===== src/rtl/alu_control_unit_if.sv =====
// Bus between the multicycle control unit and the rest of the 8-bit CPU:
// instruction memory, the ALU flag outputs and the register-file/ALU controls.
interface alu_control_unit_if #(
  parameter int WIDTH_DATA_LENGTH   = 8,
  parameter int WIDTH_ALUSEL_LENGTH = 4,
  parameter int WIDTH_PC_LENGTH     = 8
) ();
  logic                           en;
  logic [WIDTH_DATA_LENGTH-1:0]   instr;
  logic                           cf;
  logic                           zf;
  logic [WIDTH_PC_LENGTH-1:0]     pc;
  logic [WIDTH_ALUSEL_LENGTH-1:0] alusel;
  logic                           writecz;
  logic [1:0]                     regsela;
  logic [1:0]                     regselb;
  logic                           regwrite;
  logic                           halted;

  // The datapath/memory side of the CPU
  modport master (
    output en, instr, cf, zf,
    input  pc, alusel, writecz, regsela, regselb, regwrite, halted
  );

  // The control unit itself
  modport slave (
    input  en, instr, cf, zf,
    output pc, alusel, writecz, regsela, regselb, regwrite, halted
  );
endinterface


===== src/rtl/alu_control_unit.sv =====
// Multicycle FETCH/DECODE/EXECUTE/WRITEBACK sequencer for the 8-bit CPU.
// Owns PC, IR and the architectural carry/zero flags; resolves relative jumps.
module alu_control_unit #(
  parameter int WIDTH_DATA_LENGTH   = 8,
  parameter int WIDTH_ALUSEL_LENGTH = 4,
  parameter int WIDTH_PC_LENGTH     = 8
) (
  input logic              clk,
  input logic              rst_n,
  alu_control_unit_if.slave bus
);

  typedef enum logic [2:0] {
    S_FETCH,
    S_DECODE,
    S_EXECUTE,
    S_WRITEBACK,
    S_HALT
  } state_t;

  state_t                         state;
  state_t                         next_state;
  logic [WIDTH_PC_LENGTH-1:0]     pc;
  logic [WIDTH_DATA_LENGTH-1:0]   ir;
  logic                           flag_c;
  logic                           flag_z;

  logic [3:0]                     opcode;
  logic [WIDTH_ALUSEL_LENGTH-1:0] op_alusel;
  logic                           op_flags;
  logic                           op_rd;
  logic                           jump_taken;
  logic [WIDTH_PC_LENGTH-1:0]     jump_offset;

  logic [WIDTH_ALUSEL_LENGTH-1:0] alusel;
  logic                           writecz;
  logic [1:0]                     regsela;
  logic [1:0]                     regselb;
  logic                           regwrite;
  logic                           halted;

  assign opcode      = ir[7:4];
  assign jump_offset = {{(WIDTH_PC_LENGTH-4){ir[3]}}, ir[3:0]};

  // Opcode table; unused encodings (1101, 1110) fall through as NOP
  always_comb begin
    op_alusel  = '0;
    op_flags   = 1'b0;
    op_rd      = 1'b0;
    jump_taken = 1'b0;
    case (opcode)
      4'h1: begin op_alusel = WIDTH_ALUSEL_LENGTH'(4'h1); op_rd = 1'b1; end
      4'h2: begin op_alusel = WIDTH_ALUSEL_LENGTH'(4'h2); op_flags = 1'b1; op_rd = 1'b1; end
      4'h3: begin op_alusel = WIDTH_ALUSEL_LENGTH'(4'h4); op_flags = 1'b1; op_rd = 1'b1; end
      4'h4: begin op_alusel = WIDTH_ALUSEL_LENGTH'(4'h5); op_flags = 1'b1; op_rd = 1'b1; end
      4'h5: begin op_alusel = WIDTH_ALUSEL_LENGTH'(4'h6); op_flags = 1'b1; op_rd = 1'b1; end
      4'h6: begin op_alusel = WIDTH_ALUSEL_LENGTH'(4'h7); op_flags = 1'b1; op_rd = 1'b1; end
      4'h7: begin op_alusel = WIDTH_ALUSEL_LENGTH'(4'h8); op_flags = 1'b1; op_rd = 1'b1; end
      4'h8: begin op_alusel = WIDTH_ALUSEL_LENGTH'(4'h9); op_flags = 1'b1; op_rd = 1'b1; end
      4'hC: begin op_alusel = WIDTH_ALUSEL_LENGTH'(4'h5); op_flags = 1'b1; end
      4'h9: jump_taken = 1'b1;
      4'hA: jump_taken = flag_c;
      4'hB: jump_taken = flag_z;
      default: ;
    endcase
  end

  always_comb begin
    next_state = state;
    alusel     = '0;
    writecz    = 1'b0;
    regsela    = 2'b00;
    regselb    = 2'b00;
    regwrite   = 1'b0;
    halted     = 1'b0;
    case (state)
      S_FETCH: begin
        if (bus.en) next_state = S_DECODE;
      end
      S_DECODE: begin
        alusel     = op_alusel;
        regsela    = ir[3:2];
        regselb    = ir[1:0];
        next_state = S_EXECUTE;
      end
      S_EXECUTE: begin
        alusel     = op_alusel;
        regsela    = ir[3:2];
        regselb    = ir[1:0];
        writecz    = op_flags;
        next_state = (opcode == 4'hF) ? S_HALT : S_WRITEBACK;
      end
      S_WRITEBACK: begin
        alusel     = op_alusel;
        regsela    = ir[3:2];
        regselb    = ir[1:0];
        regwrite   = op_rd;
        next_state = S_FETCH;
      end
      S_HALT: begin
        halted = 1'b1;
      end
      default: next_state = S_FETCH;
    endcase
  end

  // PC already points past the jump when EXECUTE adds the offset
  always_ff @(posedge clk or negedge rst_n) begin
    if (!rst_n) begin
      state  <= S_FETCH;
      pc     <= '0;
      ir     <= '0;
      flag_c <= 1'b0;
      flag_z <= 1'b0;
    end else begin
      state <= next_state;
      if (state == S_FETCH && bus.en) begin
        ir <= bus.instr;
        pc <= pc + WIDTH_PC_LENGTH'(1);
      end
      if (state == S_EXECUTE) begin
        if (op_flags) begin
          flag_c <= bus.cf;
          flag_z <= bus.zf;
        end
        if (jump_taken) pc <= pc + jump_offset;
      end
    end
  end

  assign bus.pc       = pc;
  assign bus.alusel   = alusel;
  assign bus.writecz  = writecz;
  assign bus.regsela  = regsela;
  assign bus.regselb  = regselb;
  assign bus.regwrite = regwrite;
  assign bus.halted   = halted;

endmodule


===== src/flat_wrapper.sv =====
// flat-port wrapper written by rule: the top's interface ports become plain ports
module alu_control_unit_flat 
#(
  parameter int WIDTH_DATA_LENGTH   = 8,
  parameter int WIDTH_ALUSEL_LENGTH = 4,
  parameter int WIDTH_PC_LENGTH     = 8
)
  (clk, rst_n, bus_en, bus_instr, bus_cf, bus_zf, bus_pc, bus_alusel, bus_writecz, bus_regsela, bus_regselb, bus_regwrite, bus_halted);
  alu_control_unit_if #(.WIDTH_DATA_LENGTH(WIDTH_DATA_LENGTH), .WIDTH_ALUSEL_LENGTH(WIDTH_ALUSEL_LENGTH), .WIDTH_PC_LENGTH(WIDTH_PC_LENGTH)) bus_i ();
  input logic clk;
  input logic rst_n;
  input wire logic [$bits(bus_i.en)-1:0] bus_en;
  input wire logic [$bits(bus_i.instr)-1:0] bus_instr;
  input wire logic [$bits(bus_i.cf)-1:0] bus_cf;
  input wire logic [$bits(bus_i.zf)-1:0] bus_zf;
  output wire logic [$bits(bus_i.pc)-1:0] bus_pc;
  output wire logic [$bits(bus_i.alusel)-1:0] bus_alusel;
  output wire logic [$bits(bus_i.writecz)-1:0] bus_writecz;
  output wire logic [$bits(bus_i.regsela)-1:0] bus_regsela;
  output wire logic [$bits(bus_i.regselb)-1:0] bus_regselb;
  output wire logic [$bits(bus_i.regwrite)-1:0] bus_regwrite;
  output wire logic [$bits(bus_i.halted)-1:0] bus_halted;
  assign bus_i.en = bus_en;
  assign bus_i.instr = bus_instr;
  assign bus_i.cf = bus_cf;
  assign bus_i.zf = bus_zf;
  assign bus_pc = bus_i.pc;
  assign bus_alusel = bus_i.alusel;
  assign bus_writecz = bus_i.writecz;
  assign bus_regsela = bus_i.regsela;
  assign bus_regselb = bus_i.regselb;
  assign bus_regwrite = bus_i.regwrite;
  assign bus_halted = bus_i.halted;
  alu_control_unit #(.WIDTH_DATA_LENGTH(WIDTH_DATA_LENGTH), .WIDTH_ALUSEL_LENGTH(WIDTH_ALUSEL_LENGTH), .WIDTH_PC_LENGTH(WIDTH_PC_LENGTH)) u_core (.clk(clk), .rst_n(rst_n), .bus(bus_i));
endmodule

===== config.mk =====
export PLATFORM = sky130hd
export DESIGN_NAME = alu_control_unit_flat
export DESIGN_NICKNAME = d
export VERILOG_FILES = /design/src/rtl/alu_control_unit_if.sv /design/src/rtl/alu_control_unit.sv /design/src/flat_wrapper.sv
export SDC_FILE = /design/constraint.sdc
export NUM_CORES = 1
export LEC_CHECK = 0
export BUFFER_PORTS_ARGS = -buffer_cell sky130_fd_sc_hd__buf_2
export CAP_MARGIN = 20
export CELL_PAD_IN_SITES_DETAIL_PLACEMENT = 2
export CELL_PAD_IN_SITES_GLOBAL_PLACEMENT = 2
export CORE_MARGIN = 5
export CORE_UTILIZATION = 35
export CTS_CLUSTER_DIAMETER = 40
export DETAILED_ROUTE_END_ITERATION = 16
export PLACE_DENSITY = 0.93
export SYNTH_ARGS = -nofsm -noshare
export SYNTH_HDL_FRONTEND = slang
export SYNTH_SLANG_ARGS = --single-unit

===== constraint.sdc =====
create_clock -name clk -period 5.1 [get_ports clk]
set_input_delay 1.275 -clock clk [delete_from_list [all_inputs] [get_ports clk]]
set_output_delay 1.275 -clock clk [all_outputs]
set_load 0.1 [all_outputs]

# Yosys cells after proc, flatten, opt, wreduce, memory -nomap -nowiden

Cells that the tools add are included.

Equality and inequality tests: 18
$add $sub $neg: 2
Bitwise gates (word level): 1
Reduce and logical (&&, ||, !) cells: 8
Muxes and demuxes: 16

Operators by type and width:

| operator              | count |
|---|---|
| $pmux W4 S8           | 1 |
| $eq A4 B4 Y1 const B  | 6 |
| $mux W8               | 3 |
| $eq A4 B3 Y1 const B  | 4 |
| $reduce_or A8 Y1      | 2 |
| $pmux W3 S4           | 1 |
| $add A8 B1 Y8 const B | 1 |
| $add A8 B8 Y8         | 1 |
| $eq A4 B2 Y1 const B  | 2 |
| $eq A3 B2 Y1 const B  | 2 |
| $mux W3               | 2 |
| $mux W1               | 5 |
| $eq A4 B1 Y1 const B  | 1 |
| $mux W2               | 2 |
| $mux W4               | 1 |
| $reduce_and A2 Y1     | 2 |
| $eq A3 B1 Y1 const B  | 1 |
| $eq A3 B3 Y1 const B  | 1 |
| $logic_not A3 Y1      | 1 |
| $pmux W1 S3           | 1 |
| $reduce_or A3 Y1      | 1 |
| $ne A2 B2 Y1 const B  | 1 |
| $reduce_or A2 Y1      | 1 |
| $logic_and A1 B1 Y1   | 1 |
| $not A1 Y1            | 1 |

Input bits: 13
Output and inout port bits: 19
Register bits: 21

# Depth between registers and ports, before layout

Depth in word-level cells: 5
Mapped depth: 9
Gate-level depth less buffers: 9

# Least setup slack after synthesis

Ideal clock, no wire load.

Path type: reg2out
Start point: reg u_core.ir[6]
End point: out bus_alusel[1]
Stages on the path, launching flop included: 5
Arrival: 3.022 ns
Path slack: 0.803 ns
Cells stage by stage: dfrtp_1 > clkbuf_1 > nand3_1 > o21ai_0 > nor3b_1

Longest elaborated chain between the ends: 4
Elaborated cells on any way between the ends: 12
Those cells by class: 9 x eq/ne; 2 x mux; 1 x reduce/logical

RTL lines:

| item                                         | line                    | RTL |
|---|---|---|
| from (decl)                                  | alu_control_unit.sv:24  | `logic [WIDTH_DATA_LENGTH-1:0] ir;` |
| from (signal assigned)                       | alu_control_unit.sv:118 | `ir <= bus.instr;` |
| $eq A4 B4 Y1 or $eq A4 B3 Y1 (tied branches) | alu_control_unit.sv:51  | `case (opcode)` |
| $reduce_or A2 Y1 (no source line)            | --                      |  |
| $pmux W4 S8 (*)                              | alu_control_unit.sv:51  |  |
| $mux W4 (*)                                  | alu_control_unit.sv:76  | `case (state)` |
| to (decl)                                    | flat_wrapper.sv:17      | `output wire logic [$bits(bus_i.alusel)-1:0] bus_alusel;` |

Every way passes the cells marked *; elsewhere a longest branch is shown, timed or not.

# Worst setup path after layout

Start point: reg u_core.ir[4]
End point: out bus_regwrite

Longest elaborated chain between the ends: 4
Elaborated cells on any way between the ends: 11
Those cells by class: 8 x eq/ne; 2 x mux; 1 x reduce/logical

RTL lines:

| item                                       | line                   | RTL |
|---|---|---|
| $eq A4 B1 Y1, or another cell as far along | alu_control_unit.sv:51 |  |
| $reduce_or A8 Y1 (no source line) (*)      | --                     |  |
| $mux W1 (*)                                | alu_control_unit.sv:51 |  |
| $mux W1 (*)                                | alu_control_unit.sv:76 |  |
| to (decl)                                  | flat_wrapper.sv:21     | `output wire logic [$bits(bus_i.regwrite)-1:0] bus_regwrite;` |

Marks and branches as above.

==> results.toml <==
[status]
status = "finished, final reports clean"

[synthesis]
netlist_top_cells_area = "dfrtp_1 (37%), ha_1 (7.0%), mux2_2 (6.3%)"
synthesis.nets = 171
synth_top_area_share_pct = 36.9
synth_cell_types = 42
async_flop_share_pct = 100
synthFlopType = "dfrtp_1"
ys_ff_latch = 21
ys_seq_area_share_pct = 36.9
syn_inst = 149
synth_area_mm2 = 0.00142
synth_top_area_cell = "dfrtp_1"
avgSynthCellArea_um2 = 9.55
yosys_warnings = 0
synth_edf_count = 0

[critical_path]
end_kind = "output pin"
ff2ff_path_depth = 5
ff2ff_setup_slack_ns = 2.82
path_cells = "nor3_1 > xnor2_1 > and4b_1 > buf_2"
path_class = "flop to output pin"
cp_max_fo = 11
slowest_stage = "dfrtp_1"
arrival_ns = 1.94
crit_path_max_incr_delay_ns = 0.50
r2r-end = "u_core.bus.pc[5]$_DFF_PN0_"
cp.required_ns = 3.83
critPathLaunchType = "flop"
worstReg2RegStart = "u_core.state[1]$_DFFE_PN0P_"

[clock_tree]
clock_sinks = 21
cts_made_buffers = 3
cts.clk_slew.worst_paths_ns = 0.08
root_buffer = "clkbuf_8"
cts_resized = 0
htreeDepth = 1
post_cts_buffers = 0
hold_buffers = 0
clk_latency_ns = 0.26
max-clock-path-buffers = 2
tritoncts = "done"

[flow_run]
maxCapViolCount = 0

[timing]
fin_worst_skew_ns = 0.00127
setup_viol_count_final = 0
period_needed_ns = 3.21
slew_headroom_pct = 30.4
slew_violations = 0
hold_violations = 0
fmax_mhz = 311
setup_tns_ns = 0
tightest_slew_ns = 1.04
rsz0062_at_grt = "false"
period_share_pct = 63.0

[finish]
num-nets-final = 201
area_delta_synth_final_pct = 16.4
fill_cells = 447
diodes = 0
multi_input_area_um2 = 848
seqCellArea_um2 = 526
drive_gt1_share_pct = 27.0

[detailed_routing]
avgViaCountPerCell = 5.31
drt_iter0_markers = 27
post-route-drc-count = 0
antenna_left = 0
vias = 1211
dr.pass1.iters = 4
routedWlPerCell_um = 18.0
routed_wl_mm = 4.10

[floorplan]
die_h_um = 73.8
core_mm2 = 0.00397
initial_utilization_pct = 35.8
die_area_mm2 = 0.00544
io_pins = 32
num_rows = 23
dieWidth_um = 73.8

[place]
port-buffer-count = 31
gp_congestion = 0.853
hpwl_mm = 3.31

[min_path]
holdPathEnd = "u_core.bus.pc[7]$_DFF_PN0_"
holdCritPathClass = "flop to flop"
holdCritStartpoint = "u_core.bus.pc[7]$_DFF_PN0_"
hold_depth = 1

[grt]
grt_pass1_vias = 1393
grt_pass1_wl_mm = 6.82
track_usage_pct = 16.1
antenna_found_initial = 0
grt_overflow = 0
grt_max_degree = 22
## cell usage after synthesis, drive strengths merged, types with 2 or more instances
cell type / number
a211oi: 2
a21o: 2
a21oi: 8
a31oi: 2
and2: 4
buf: 2
clkbuf: 4
dfrtp: 21
ha: 8
inv: 5
mux2: 8
mux2i: 2
nand2: 7
nand2b: 2
nand3: 2
nand4: 2
nor2: 21
nor3: 4
o21ai: 11
o21bai: 2
xnor2: 10
xor2: 3
## metal layers
layer,GRT usage (%),share of wire [%],vias to the layer above
met5,0,0,-
met4,4.23,0.76,0
met3,1.09,3.4,2
met2,30.2,54,20
met1,19.6,41,606
li1,-,-,583
## flip-flops by register name (all words and copies together), names as in the netlist
register and flops:
u_core.bus.pc 8, u_core.flag_c 1, u_core.state 3, u_core.ir 8, u_core.flag_z 1
## critical path, delay by kind of cell, from the launching register on
family        cells  cell delay (ns)
buf+inv           1             0.42
simple gates      2             0.59
xor+xnor          1             0.17
flops             1             0.50
## cell families (layout without fill, tap and decap cells)
logic type	count (synthesis)	after routing	share of synthesized area, %
AOI/OAI and AO/OA	33	33	15.7
xor gates and xnor gates	13	13	8.00
adders and majority gates	9	9	8.44
buffers and inverters	11	40	3.43
DFF	21	21	36.9
muxes	10	10	7.74
and+or+nand+nor	52	52	19.8
## final cells by class
class                   instances  area share [%]
clock buffers                   3            2.49
clock inverters                 1           0.302
inverters                       5            1.13
multi-input cells             117            51.2
flip-flops and latches         21            31.7
well taps                      50            3.78
repair buffers                 31            9.37
## through the flow
step                hold WS (ns)  util (%)  instance area (um2)  instances  worst slack, ns
finish                     0.479      41.7                 1660        228             1.89
global route               0.504      41.7                 1660        228             1.79
CTS                        0.476      41.7                 1660        228             1.86
detailed placement         0.466      40.5                 1610        224             1.99
global placement           0.461      40.5                 1610        224             2.22
floorplan                  0.475         -                 1420        149            0.803
## worst max path at each step
stage                             start                         end  slack, ns  cells past startpoint
2_1_floorplan  u_core.ir[6]$_DFFE_PN0P_               bus_alusel[1]       0.80                      4
3_3_place_gp                     bus_en  u_core.bus.pc[5]$_DFF_PN0_       2.22                      6
3_5_place_dp                     bus_en  u_core.bus.pc[5]$_DFF_PN0_       1.99                      6
4_1_cts        u_core.ir[6]$_DFFE_PN0P_                bus_regwrite       1.86                      4
5_1_grt        u_core.ir[4]$_DFFE_PN0P_                bus_regwrite       1.79                      4
6_report       u_core.ir[4]$_DFFE_PN0P_                bus_regwrite       1.89                      4
## cells in the final DEF (no fill, tap or decap), types with 3 or more instances in the layout
cell | netlist | routed
xor2_1 | 3 | 3
nor3_1 | 4 | 4
ha_1 | 8 | 8
clkbuf_8 | 0 | 3
inv_1 | 5 | 5
dfrtp_1 | 21 | 21
xnor2_1 | 10 | 10
o21ai_0 | 11 | 11
mux2_2 | 8 | 8
a21oi_1 | 7 | 7
nand2_1 | 7 | 7
buf_2 | 0 | 31
nor2_1 | 20 | 20
and2_1 | 4 | 4
Power is not shown: default switching activity piles up to over one toggle a cycle in this logic, so the estimate is an artifact.
